[config.mk]
export PLATFORM = sky130hd
export DESIGN_NAME = uart_rx_core_flat
export DESIGN_NICKNAME = d
export VERILOG_FILES = /design/src/rtl/uart_rx_core_if.sv /design/src/rtl/uart_rx_core.sv /design/src/flat_wrapper.sv
export SDC_FILE = /design/constraint.sdc
export NUM_CORES = 1
export LEC_CHECK = 0
export CAP_MARGIN = 20
export CORE_ASPECT_RATIO = 0.5
export CORE_MARGIN = 2
export CORE_UTILIZATION = 40
export CTS_CLUSTER_SIZE = 24
export DETAILED_ROUTE_END_ITERATION = 16
export MAX_ROUTING_LAYER = met4
export PLACE_DENSITY = 0.62
export SYNTH_ARGS = -nofsm -noshare
export SYNTH_HDL_FRONTEND = slang
export SYNTH_SLANG_ARGS = --single-unit
export TNS_END_PERCENT = 50
[constraint.sdc]
create_clock -name clk -period 2.2 [get_ports clk]
set_clock_uncertainty 0.1 [all_clocks]
set_input_delay 0.22 -clock clk [delete_from_list [all_inputs] [get_ports clk]]
set_output_delay 0.22 -clock clk [all_outputs]
set_load 0.02 [all_outputs]
[src/rtl/uart_rx_core_if.sv]
// uart_rx_core_if
//   Bundles the serial line and the received-byte outputs of uart_rx_core.
//   master : the receiver core (samples rx, drives the byte/strobe/status).
//   slave  : the line driver plus the downstream RX FIFO write wrapper.
//   Signals:
//     rx          serial line, idle high, asynchronous to clk
//     data_byte   last correctly framed byte, LSB received first
//     data_avail  one-cycle pulse, data_byte just updated
//     frame_err   one-cycle pulse, stop bit sampled low
//     busy        receiver is inside a frame (or waiting out a break)
interface uart_rx_core_if;
  logic       rx;
  logic [7:0] data_byte;
  logic       data_avail;
  logic       frame_err;
  logic       busy;

  modport master (
    input  rx,
    output data_byte,
    output data_avail,
    output frame_err,
    output busy
  );

  modport slave (
    output rx,
    input  data_byte,
    input  data_avail,
    input  frame_err,
    input  busy
  );
endinterface

[src/rtl/uart_rx_core.sv]
// uart_rx_core
//   8N1 serial receive front end. Synchronises the rx pin, validates the
//   start bit at mid-bit, samples eight data bits and the stop bit at their
//   centres and presents the byte with a single-cycle strobe. A low stop bit
//   raises a single-cycle frame_err and the receiver then waits for the line
//   to return high, so a held-low break yields exactly one error.
//   Ports:
//     clk     system clock
//     rst_n   asynchronous active-low reset
//     rx_if   uart_rx_core_if.master (rx in; data_byte, data_avail,
//             frame_err, busy out)
//
//   state   | meaning
//   --------+------------------------------------------------------------
//   S_IDLE  | line idle, waiting for rx_s low
//   S_START | counting to mid start bit, re-checking it is still low
//   S_DATA  | sampling data bits 0..7 one bit period apart
//   S_STOP  | sampling the stop bit one bit period after bit 7
//   S_BRK   | stop bit was low; waiting for the line to go high again
module uart_rx_core #(
  parameter int CLKS_PER_BIT = 868,
  parameter int SYNC_STAGES  = 2
) (
  input  logic           clk,
  input  logic           rst_n,
  uart_rx_core_if.master rx_if
);

  localparam int CNT_W = $clog2(CLKS_PER_BIT);
  localparam int HALF  = (CLKS_PER_BIT - 1) / 2;

  localparam logic [CNT_W-1:0] HALF_CNT = CNT_W'(HALF);
  localparam logic [CNT_W-1:0] LAST_CNT = CNT_W'(CLKS_PER_BIT - 1);

  typedef enum logic [2:0] {
    S_IDLE,
    S_START,
    S_DATA,
    S_STOP,
    S_BRK
  } state_t;

  logic [SYNC_STAGES-1:0] sync_q;
  logic [SYNC_STAGES-1:0] sync_d;
  logic                   rx_s;

  state_t           state_q;
  logic [CNT_W-1:0] cnt_q;
  logic [CNT_W-1:0] cnt_inc;
  logic [2:0]       bit_idx_q;
  logic [7:0]       shift_q;
  logic [7:0]       data_byte_q;
  logic             data_avail_q;
  logic             frame_err_q;
  logic             busy_q;

  // Synchroniser resets to the idle level so a reset never looks like a start bit.
  assign sync_d  = {sync_q[SYNC_STAGES-2:0], rx_if.rx};
  assign rx_s    = sync_q[SYNC_STAGES-1];
  assign cnt_inc = cnt_q + CNT_W'(1);

  always_ff @(posedge clk or negedge rst_n) begin
    if (!rst_n) begin
      sync_q <= '1;
    end else begin
      sync_q <= sync_d;
    end
  end

  always_ff @(posedge clk or negedge rst_n) begin
    if (!rst_n) begin
      state_q      <= S_IDLE;
      cnt_q        <= '0;
      bit_idx_q    <= '0;
      shift_q      <= '0;
      data_byte_q  <= '0;
      data_avail_q <= 1'b0;
      frame_err_q  <= 1'b0;
      busy_q       <= 1'b0;
    end else begin
      data_avail_q <= 1'b0;
      frame_err_q  <= 1'b0;

      case (state_q)
        S_IDLE: begin
          if (!rx_s) begin
            state_q <= S_START;
            cnt_q   <= '0;
            busy_q  <= 1'b1;
          end
        end

        S_START: begin
          if (cnt_q == HALF_CNT) begin
            cnt_q <= '0;
            if (!rx_s) begin
              state_q   <= S_DATA;
              bit_idx_q <= '0;
            end else begin
              // Start bit did not survive to mid-bit: treat as a glitch.
              state_q <= S_IDLE;
              busy_q  <= 1'b0;
            end
          end else begin
            cnt_q <= cnt_inc;
          end
        end

        S_DATA: begin
          if (cnt_q == LAST_CNT) begin
            cnt_q              <= '0;
            shift_q[bit_idx_q] <= rx_s;
            if (bit_idx_q == 3'd7) begin
              state_q <= S_STOP;
            end else begin
              bit_idx_q <= bit_idx_q + 3'd1;
            end
          end else begin
            cnt_q <= cnt_inc;
          end
        end

        S_STOP: begin
          if (cnt_q == LAST_CNT) begin
            cnt_q <= '0;
            if (rx_s) begin
              // Leaving at mid-stop-bit lets the next start edge follow immediately.
              data_byte_q  <= shift_q;
              data_avail_q <= 1'b1;
              state_q      <= S_IDLE;
              busy_q       <= 1'b0;
            end else begin
              frame_err_q <= 1'b1;
              state_q     <= S_BRK;
            end
          end else begin
            cnt_q <= cnt_inc;
          end
        end

        S_BRK: begin
          if (rx_s) begin
            state_q <= S_IDLE;
            busy_q  <= 1'b0;
          end
        end

        default: begin
          state_q <= S_IDLE;
          cnt_q   <= '0;
          busy_q  <= 1'b0;
        end
      endcase
    end
  end

  assign rx_if.data_byte  = data_byte_q;
  assign rx_if.data_avail = data_avail_q;
  assign rx_if.frame_err  = frame_err_q;
  assign rx_if.busy       = busy_q;

endmodule
[src/flat_wrapper.sv]
// flat-port wrapper written by rule: the top's interface ports become plain ports
module uart_rx_core_flat 
#(
  parameter int CLKS_PER_BIT = 868,
  parameter int SYNC_STAGES  = 2
)
  (clk, rst_n, rx_if_rx, rx_if_data_byte, rx_if_data_avail, rx_if_frame_err, rx_if_busy);
  uart_rx_core_if rx_if_i ();
  input  logic clk;
  input  logic rst_n;
  input wire logic [$bits(rx_if_i.rx)-1:0] rx_if_rx;
  output wire logic [$bits(rx_if_i.data_byte)-1:0] rx_if_data_byte;
  output wire logic [$bits(rx_if_i.data_avail)-1:0] rx_if_data_avail;
  output wire logic [$bits(rx_if_i.frame_err)-1:0] rx_if_frame_err;
  output wire logic [$bits(rx_if_i.busy)-1:0] rx_if_busy;
  assign rx_if_i.rx = rx_if_rx;
  assign rx_if_data_byte = rx_if_i.data_byte;
  assign rx_if_data_avail = rx_if_i.data_avail;
  assign rx_if_frame_err = rx_if_i.frame_err;
  assign rx_if_busy = rx_if_i.busy;
  uart_rx_core #(.CLKS_PER_BIT(CLKS_PER_BIT), .SYNC_STAGES(SYNC_STAGES)) u_core (.clk(clk), .rst_n(rst_n), .rx_if(rx_if_i));
endmodule
-- After elaboration in Yosys (flattened, before gate mapping)
Index checks and enable logic that the tools add are counted.
- register bits after elaboration: 37
- output and inout port bits: 11
- $add $sub $neg: 2
- order comparisons: 2
- equality and inequality tests: 15
- muxes and demuxes: 32
- bitwise gates (word level): 2
- reduce and logical (&&, ||, !) cells: 10
- operators with widths (operator ; count):
    $pmux 10 s4 ; 1
    $mux 3 ; 11
    $mux 10 ; 3
    $pmux 3 s5 ; 1
    $mux 1 ; 11
    $add 10x1->10 const B ; 1
    $eq 10x10->1 const B ; 1
    $eq 10x9->1 const B ; 1
    $ne 2x1->1 const B ; 5
    $bwmux 8 ; 1
    $eq 3x2->1 const B ; 2
    $eq 3x3->1 const B ; 2
    $ne 2x2->1 const B ; 3
    $pmux 3 s2 ; 1
    $reduce_and 6->1 ; 1
    $pmux 1 s5 ; 1
    $reduce_and 5->1 ; 1
    $lt 3x4->1 const B ; 1
    $reduce_and 2->1 ; 2
    $reduce_and 4->1 ; 1
    $add 3x1->3 const B ; 1
    $demux 1 s3 ; 1
    $eq 3x1->1 const B ; 1
    $ge 3x1->1 const B ; 1
    7 further kinds ; 8

-- Longest topological paths before layout
- word-level depth: 5
- gate-level depth with buffers: 7

-- Least setup slack after synthesis
OpenSTA, ideal clock, no wires.
- path type: register to register
- start: register u_core.bit_idx_q[1]
- end: register u_core.bit_idx_q[0]
- data arrival time: 1.815 ns
- required time: 1.975 ns
- slack: 0.160 ns
- cell stages (with the launch flop): 7
- cell sequence: dfrtp_1 ha_1 ha_1 or3b_2 a21oi_1 nand4_1 mux2_2
- cells in the longest elaborated chain, start to end: 3
- ends and longest elaborated chain (item ; RTL line ; source):
    start, declared ; uart_rx_core.sv:50 ; logic [2:0] bit_idx_q;
    start signal, assigned ; uart_rx_core.sv:116 ; bit_idx_q <= bit_idx_q + 3'd1;
    $eq 3x3->1 ; uart_rx_core.sv:113 ; if (bit_idx_q == 3'd7) begin
    $ne 2x2->1 (no source line) ; n/a ;
    $reduce_and 5->1 (no source line) ; n/a ;
No other way between the ends.
A chain may end at the register's enable or synchronous reset.

-- Worst setup path in the final report
- start: register u_core.cnt_q[0]
- end: register u_core.shift_q[4]
- cells in the longest elaborated chain, start to end: 2
- ends and longest elaborated chain (item ; RTL line ; source):
    start, declared ; uart_rx_core.sv:48 ; logic [CNT_W-1:0] cnt_q;
    start signal, assigned ; uart_rx_core.sv:105 ; cnt_q <= cnt_inc;
    start signal, assigned ; uart_rx_core.sv:119 ; cnt_q <= cnt_inc;
    start signal, assigned ; uart_rx_core.sv:137 ; cnt_q <= cnt_inc;
    $eq 10x10->1 ; uart_rx_core.sv:110 ; if (cnt_q == LAST_CNT) begin
    $reduce_and 2->1 (no source line) ; n/a ;
    end signal, assigned by index ; uart_rx_core.sv:112 ; shift_q[bit_idx_q] <= rx_s;
    end, declared ; uart_rx_core.sv:51 ; logic [7:0] shift_q;
No other way between the ends.

==> impl_metrics.json <==
{
  "syn_inst": 181,
  "synthDistinctLibCells": 39,
  "start_util_pct": 42.4,
  "cts_num_sinks": 37,
  "synth_area_per_cell_sq_um": 10.5,
  "relSlewSlack_pct": 44.7,
  "tns_ns": 0,
  "dr_total_vias": 1477,
  "crit_path_end_kind": "flop",
  "maxCapViolCount": 0,
  "synth_area_sq_um": 1900,
  "synth-async-reset-ratio_pct": 100,
  "drive_above_1_share_pct": 22.9,
  "synth_flop_cell": "dfrtp_1",
  "syn_nets": 188,
  "cp_cell_sequence": "ha_1 > nor4bb_1 > nand4_1 > nor4_1 > mux2_2",
  "highest_layer": "met4",
  "path_buf_inv": 0,
  "io_pins": 14,
  "vias_per_cell": 5.35,
  "core_area_sq_um": 4490,
  "grt_usage_pct": 17.1,
  "fin_nets": 217,
  "wl_met1_mm": 1.95,
  "synth-seq-cells": 37,
  "cts_max_level": 2,
  "drc_errors": 0,
  "max_freq_ghz": 0.476,
  "firstDrtPassIters": 4,
  "period_share_pct": 95.5,
  "cp_top_family": "simple AND/OR/NAND/NOR gates",
  "gr-total-overflow": 0,
  "cts_tree": "yes",
  "cts_root_buffer": "clkbuf_8",
  "rows": 17,
  "dr_wl_met2_mm": 1.81,
  "cts_buffers": 5,
  "grt_start_max_net_pins": 38,
  "antenna_left": 0,
  "cts.path.max_buffers": 2,
  "crit_type": "flop to flop",
  "layout_min_cycle_time_ns": 2.10,
  "diodes": 0,
  "clk_latency_ns": 0.29,
  "finalMaxSlewViolations": 0,
  "wl_per_cell_microns": 14.3,
  "place_hpwl_mm": 2.77,
  "port_buffers": 13,
  "place_congestion": 0.915,
  "cp-start-kind": "flop",
  "post-route-util_pct": 51.7,
  "rsz0062_at_grt": "true",
  "critPathMaxStageDelay_ns": 0.41,
  "outcome": "complete, no violations",
  "syn2layout_area_growth_pct": 21.8,
  "ys_warn_count": 0,
  "clk_pin_slew_ns": 0.07,
  "drt_iter0_drc": 88,
  "yosysSeqAreaShare_pct": 48.8,
  "die_h_microns": 52.8,
  "die-area_sq_um": 5360,
  "hold_viol_final": 0,
  "rrSetupSlack_ns": 0.1,
  "cp_max_fo": 5,
  "cp_slowest_cell": "dfrtp_1",
  "setup_viol": 0,
  "arrival_ns": 2.18,
  "grt_pass1_wl_mm": 6.62,
  "tightest_slew_ns": 0.830,
  "first_global_vias": 1399,
  "chipWidth_microns": 102,
  "antenna_found_initial": 0,
  "hold_class": "input pin to flop",
  "power_density_nw_per_um2": 551,
  "wl_met3_microns": 102,
  "peakVddDrop_uv": 331,
  "totalWireLength_mm": 3.95,
  "cp.required_ns": 2.28,
  "p_leak_nw": 1.03,
  "synth_enable_flop_cells": 0
}
==> kinds of logic (layout without fill, tap and decap cells) <==
logic type      after synthesis  after routing  synth area share [%]
simple gates                 72             72                  22.6
flops                        37             37                  48.8
compound gates               33             33                  10.8
mux                          19             19                  11.1
buf+inv                      15             44                  3.55
fa+ha+maj                     5              5                  3.16
==> area by class of cell <==
cell class | count | area [sq um]
Clock inverter | 2 | 35.0
Timing Repair Buffer | 30 | 268
Sequential cell | 37 | 928
Multi-Input combinational cell | 129 | 910
Fill cell | 408 | 2170
Clock buffer | 5 | 68.8
Inverter | 7 | 26.3
Tap cell | 66 | 82.6
==> per-layer routing <==
metal / global-route usage, % / up-vias
li1: - / 726
met1: 21.5 / 724
met2: 26.8 / 20
met3: 4.67 / 7
met4: 6.31 / 0
met5: - / -
==> cell usage in the layout, fill, tap and decap left out, types with 3 or more instances in the layout <==
cell type	synthesis	routed
o21ai_0	13	11
inv_1	7	7
nand2_1	20	20
clkbuf_8	0	5
buf_4	0	15
o211ai_1	4	4
nor2_1	9	8
or4_1	3	3
nor3_1	4	4
a21oi_1	4	4
dfrtp_1	35	35
ha_1	4	4
nor3b_1	3	3
nand4_1	7	7
clkdlybuf4s50_1	0	12
nor4_1	6	6
mux2_2	17	17
nand3_1	4	4
==> repair_timing <==
item                                   CTS  global route
resized for setup                        0             3
endpoints found under the hold margin   35             0
buffers inserted                         0             2
hold buffers                             1             0
setup endpoints to repair                0            10
==> per-stage QoR <==
stage          instance area [sq um]  setup WS, ns  hold WS, ns  std cells  power [mW]
3_5_place_dp                    2190        0.0183        0.250        266       0.720
2_1_floorplan                   1900         0.160       -0.176        181       0.702
5_1_grt                         2320      -0.00314        0.226        276        1.32
3_3_place_gp                    2190        0.0677        0.247        266       0.720
6_report                        2320        0.0996        0.234        276        1.28
4_1_cts                         2300       0.00631        0.230        274        1.29
==> registers in the layout, summed over array words and instances, names as in the netlist <==
signal	cells
u_core.shift_q	8
u_core.rx_if.busy	1
u_core.bit_idx_q	3
u_core.rx_if.data_byte	8
u_core.rx_if.frame_err	1
u_core.state_q	3
u_core.sync_q	2
u_core.cnt_q	10
u_core.rx_if.data_avail	1
==> where the power goes <==
group	internal [mW]	switching (mW)	leakage (nW)
Combinational	0.00489	0.0151	0.484
Sequential	0.683	0.00371	0.490
Clock	0.329	0.242	0.0540
==> path summary, 6_finish.rpt <==
check	endpoint	from	depth (start not counted)
worst max-delay path	u_core.shift_q[4]$_DFFE_PN0P_	u_core.cnt_q[0]$_DFFE_PN0P_	5
worst min-delay path	u_core.sync_q[0]$_DFF_PN1_	rx_if_rx	1
worst max register to register	u_core.shift_q[4]$_DFFE_PN0P_	u_core.cnt_q[0]$_DFFE_PN0P_	5
worst min register to register	u_core.sync_q[1]$_DFF_PN1_	u_core.sync_q[0]$_DFF_PN1_	0
max in group asynchronous	u_core.rx_if.data_byte[3]$_DFFE_PN0P_	rst_n	2
min in group asynchronous	u_core.cnt_q[3]$_DFFE_PN0P_	rst_n	2
==> Yosys cell counts (all sizes together), types with 3 or more instances <==
library cell / n / area (sq um)
clkbuf: 4 / 15.0
dfrtp: 35 / 876
ha: 4 / 50.1
a21oi: 4 / 20.0
or3b: 4 / 35.0
mux2: 17 / 191
nor3b: 3 / 22.5
o211ai: 4 / 30.0
nor3: 4 / 20.0
o21ai: 13 / 65.1
inv: 7 / 26.3
nand4: 7 / 43.8
nor4: 8 / 80.1
or4: 3 / 22.5
buf: 4 / 26.3
nor2: 9 / 33.8
nand3: 4 / 20.0
nand2: 20 / 75.1
Power figures use the tool's default switching activity.
